==> config.mk <==
export PLATFORM = sky130hd
export DESIGN_NAME = boton_debounce
export DESIGN_NICKNAME = d
export VERILOG_FILES = /design/src/rtl/boton_debounce.sv
export SDC_FILE = /design/constraint.sdc
export NUM_CORES = 1
export LEC_CHECK = 0
export CAP_MARGIN = 20
export CELL_PAD_IN_SITES_DETAIL_PLACEMENT = 1
export CELL_PAD_IN_SITES_GLOBAL_PLACEMENT = 1
export CORE_AREA = 3 3 40 42
export DETAILED_ROUTE_END_ITERATION = 7
export DIE_AREA = 0 0 43 45
export HOLD_SLACK_MARGIN = 0.08
export PLACE_DENSITY_LB_ADDON = 0.15
export RECOVER_POWER = 100
export SETUP_SLACK_MARGIN = 0.1
export SYNTH_ARGS = -nofsm -noshare
export SYNTH_HDL_FRONTEND = slang
export SYNTH_SLANG_ARGS = --single-unit
==> constraint.sdc <==
create_clock -name clk -period 2.05 [get_ports clk]
set_clock_uncertainty 0.1 [all_clocks]
set_input_delay 0.41 -clock clk [delete_from_list [all_inputs] [get_ports clk]]
set_output_delay 0.41 -clock clk [all_outputs]
set_load 0.005 [all_outputs]
==> src/rtl/boton_debounce.sv <==
// Push-button conditioner: 2-FF synchroniser followed by a counter-based
// debounce FSM that emits a clean level and a one-cycle pulse per press.
module boton_debounce #(
  parameter int DEBOUNCE_CYCLES = 16
) (
  input  logic       clk,
  input  logic       reset_i,
  input  logic       boton_i,
  output logic       boton_db_o,
  output logic       pulso_o,
  output logic [1:0] state_dbg
);

  localparam int CNT_W = (DEBOUNCE_CYCLES > 2) ? $clog2(DEBOUNCE_CYCLES) : 1;
  localparam logic [CNT_W-1:0] CNT_MAX = CNT_W'(DEBOUNCE_CYCLES - 1);
  localparam logic [CNT_W-1:0] CNT_ONE = CNT_W'(1);

  typedef enum logic [1:0] {
    IDLE          = 2'd0,
    CHECK_PRESS   = 2'd1,
    PRESSED       = 2'd2,
    CHECK_RELEASE = 2'd3
  } state_t;

  logic             sync1;
  logic             sync2;
  state_t           state;
  state_t           state_nxt;
  logic [CNT_W-1:0] cnt;
  logic [CNT_W-1:0] cnt_nxt;
  logic             db_nxt;
  logic             pulso_nxt;

  // Only sync2 is allowed to reach the FSM; sync1 may be metastable.
  always_ff @(posedge clk) begin
    if (reset_i) begin
      sync1 <= 1'b0;
      sync2 <= 1'b0;
    end else begin
      sync1 <= boton_i;
      sync2 <= sync1;
    end
  end

  always_comb begin
    state_nxt = state;
    cnt_nxt   = cnt;
    pulso_nxt = 1'b0;
    case (state)
      IDLE: begin
        if (sync2) begin
          state_nxt = CHECK_PRESS;
          cnt_nxt   = '0;
        end
      end
      CHECK_PRESS: begin
        if (!sync2) begin
          state_nxt = IDLE;
        end else if (cnt == CNT_MAX) begin
          state_nxt = PRESSED;
          pulso_nxt = 1'b1;
        end else begin
          cnt_nxt = cnt + CNT_ONE;
        end
      end
      PRESSED: begin
        if (!sync2) begin
          state_nxt = CHECK_RELEASE;
          cnt_nxt   = '0;
        end
      end
      CHECK_RELEASE: begin
        // Returning to PRESSED here never re-arms the pulse.
        if (sync2) begin
          state_nxt = PRESSED;
        end else if (cnt == CNT_MAX) begin
          state_nxt = IDLE;
        end else begin
          cnt_nxt = cnt + CNT_ONE;
        end
      end
      default: begin
        state_nxt = IDLE;
        cnt_nxt   = '0;
      end
    endcase
    db_nxt = (state_nxt == PRESSED) || (state_nxt == CHECK_RELEASE);
  end

  always_ff @(posedge clk) begin
    if (reset_i) begin
      state      <= IDLE;
      cnt        <= '0;
      boton_db_o <= 1'b0;
      pulso_o    <= 1'b0;
    end else begin
      state      <= state_nxt;
      cnt        <= cnt_nxt;
      boton_db_o <= db_nxt;
      pulso_o    <= pulso_nxt;
    end
  end

  assign state_dbg = state;

endmodule

==> results.sh <==
export IMPL_multiInputGateArea_um2=186
export IMPL_required_ps=1540
export IMPL_die_area_um2=1940
export IMPL_critPathTopFamily="buffers and inverters"
export IMPL_yosysMostFrequentCell="dfxtp_1"
export IMPL_design_area_um2=488
export IMPL_htreeDepth=1
export IMPL_worst_slack_ps=243
export IMPL_dr_pass1_iters=1
export IMPL_worst_pin_slew_ps=484
export IMPL_dpl_cell_area_um2=479
export IMPL_drt_initial_drc_count=0
export IMPL_synth_nets=43
export IMPL_die_w_um=43
export IMPL_arrival_ps=1300
export IMPL_antenna_found_initial=0
export IMPL_maxCapViolCount=0
export IMPL_power_density_nw_per_um2=691
export IMPL_rsz0062_at_grt="false"
export IMPL_yosysTopAreaCell="dfxtp_1"
export IMPL_power_frac_clock=0.371
export IMPL_status="completed"
export IMPL_path_class="reg -> out"
export IMPL_grt_util_all_layers=0.111
export IMPL_start_kind="register"
export IMPL_cts_sinks=10
export IMPL_final_antenna_net_count=0
export IMPL_ys_ff_latch=10
export IMPL_wl_per_cell_um=13.8
export IMPL_yosysWarningCount=0
export IMPL_nFillCells=153
export IMPL_crit_path_end_kind="output port"
export IMPL_cts_tree="yes"
export IMPL_clk_latency_ps=260
export IMPL_post_cts_resized=0
export IMPL_critPathMaxFanout=7
export IMPL_crit_path_top_delay_cell="dlygate4sd3_1"
export IMPL_drt_wl_total_um=855
export IMPL_comb_power_share=0.039
export IMPL_synth_common_cells="10 x dfxtp_1, 6 x a21oi_1, 3 x nand2_1, 3 x o21ai_0"
export IMPL_fin_crit_sh=0.881
export IMPL_fin_setup_tns_ps=0
export IMPL_vdd_drop_max_mv=0.391
export IMPL_drive_gt1_frac=0.106
export IMPL_slowest_delay_ps=600
export IMPL_antenna_cells=0
export IMPL_overflow=0
export IMPL_slew_headroom=0.676
export IMPL_fmax_mhz=554
export IMPL_grt_max_degree=11
export IMPL_p_switching_uw=66.9
export IMPL_clk_path_buf_depth=2
export IMPL_grt_pass1_wl_mm=1.50
export IMPL_path_cells="dlygate4sd3_1"
export IMPL_core_um2=1280
export IMPL_register_area_um2=200
export IMPL_vias=331
export IMPL_final_instance_count_excl_fill=62
export IMPL_yosysTopAreaCellShare=0.495
export IMPL_dp_hpwl_um=666
export IMPL_cp_num_buf_inv=1
export IMPL_synth_cells=39
export IMPL_finalNetCount=53
export IMPL_dp_slack_ps=423
export IMPL_routabilityCongestion=0.630
export IMPL_cts_root_buffer_cell="clkbuf_4"
export IMPL_ys_flop_type="dfxtp_1"
export IMPL_leakage_nw=0.186
export IMPL_p_int_uw=270
export IMPL_switching_share=0.198
export IMPL_hold_violations=0
export IMPL_final_setup_viol_count=0
export IMPL_synth_edf_count=0
export IMPL_netlist_top_cells_area="dfxtp_1 50%, a21oi_1 7.4%, and4_1 4.3%"
export IMPL_ys_seq_area_frac=0.495
export IMPL_cts_setup_buffers=0
export IMPL_async_flop_share=0
export IMPL_seqPwrFrac=0.590
export IMPL_start_util=0.315
export IMPL_syn_avg_cell_area_um2=10.4
export IMPL_holdBufCountCts=0
export IMPL_finalMaxSlewViolations=0
export IMPL_numCtsBuffers=3
export IMPL_rows=13
export IMPL_viasPerCell=5.34
export IMPL_cts_clk_slew_worst_paths_ps=60
export IMPL_grt_pass1_vias=359
export IMPL_syn2layout_area_growth_pct=20.7
export IMPL_pin_count=7
export IMPL_period_minus_slack_ps=1810
export IMPL_io_buffers=6
export IMPL_dp_cells=59
export IMPL_die_h_um=45
export IMPL_total_power_uw=337
export IMPL_holdCritPathClass="reg -> reg"
export IMPL_synth_cell_types=19
export IMPL_drc=0
export IMPL_syn_area_um2=404
## flip-flops by register name, summed over array words and instances (netlist names)
signal and count:
sync2 1, boton_db_o 1, pulso_o 1, state_dbg 2
sync1 1, cnt 4
## final timing paths
kind	start	to	slack, ps	depth (start not counted)
setup / recovery	state_dbg[0]$_SDFF_PP0_	state_dbg[0]	240	1
hold reg to reg	sync1$_SDFF_PP0_	sync2$_SDFF_PP0_	350	1
hold / removal	sync1$_SDFF_PP0_	sync2$_SDFF_PP0_	350	1
setup reg to reg	cnt[0]$_SDFFE_PP0P_	cnt[3]$_SDFFE_PP0P_	510	4
## stage by stage
stage | utilization | hold slack, ps
final | 0.380 | 351
after detailed placement | 0.373 | 341
after CTS | 0.390 | 358
after floorplan | - | 314
after global routing | 0.380 | 378
after global placement | 0.373 | 331
## layout by cell type (no fill, tap or decap), drive strengths merged
cell type      instances
a211oi                 1
a21oi                  6
and3                   1
and4                   2
clkbuf                 3
clkdlybuf4s50          1
dfxtp                 10
dlygate4sd3            5
ha                     1
nand2                  3
nand4                  2
nand4b                 1
nor2                   1
nor2b                  2
nor3                   1
nor4                   1
nor4b                  1
o21ai                  3
xnor2                  1
xor2                   1
## layer usage
metal,routed length (um),GRT usage,up-vias
met4,34,0.108,0
met1,327,0.0973,157
li1,-,-,161
met2,458,0.198,8
met3,34,0.0359,5
met5,0,0,-
## cell type report
class | instances | area share
sequential | 10 | 0.410
clock buffer | 3 | 0.0462
multi-input combinational | 28 | 0.382
tap | 15 | 0.0385
timing repair buffer | 6 | 0.123
## worst reg2reg max path: cells and delay by family, from the launching register on
| kind | cells | cell delay, ps |
|---|---|---|
| fa+ha+maj | 1 | 220 |
| flops | 1 | 350 |
| simple gates | 3 | 790 |
## power by group through the flow
| stage | logic, mW | registers (mW) | clock network [mW] |
|---|---|---|---|
| after floorplan | 0.00777 | 0.203 | 0 |
| after global placement | 0.0132 | 0.204 | 0 |
| after detailed placement | 0.0141 | 0.204 | 0 |
| after CTS | 0.0141 | 0.199 | 0.133 |
| after global routing | 0.0144 | 0.199 | 0.148 |
| final | 0.0131 | 0.199 | 0.125 |
## logic make-up after synthesis
| group | Yosys count | synth area share |
|---|---|---|
| buffers and inverters | 1 | 0.00928 |
| adders and majority gates | 1 | 0.0310 |
| and+or+nand+nor | 15 | 0.260 |
| DFF | 10 | 0.495 |
| AOI/OAI and AO/OA | 10 | 0.142 |
| xor gates and xnor gates | 2 | 0.0619 |
(Power assumes the default switching activity.)
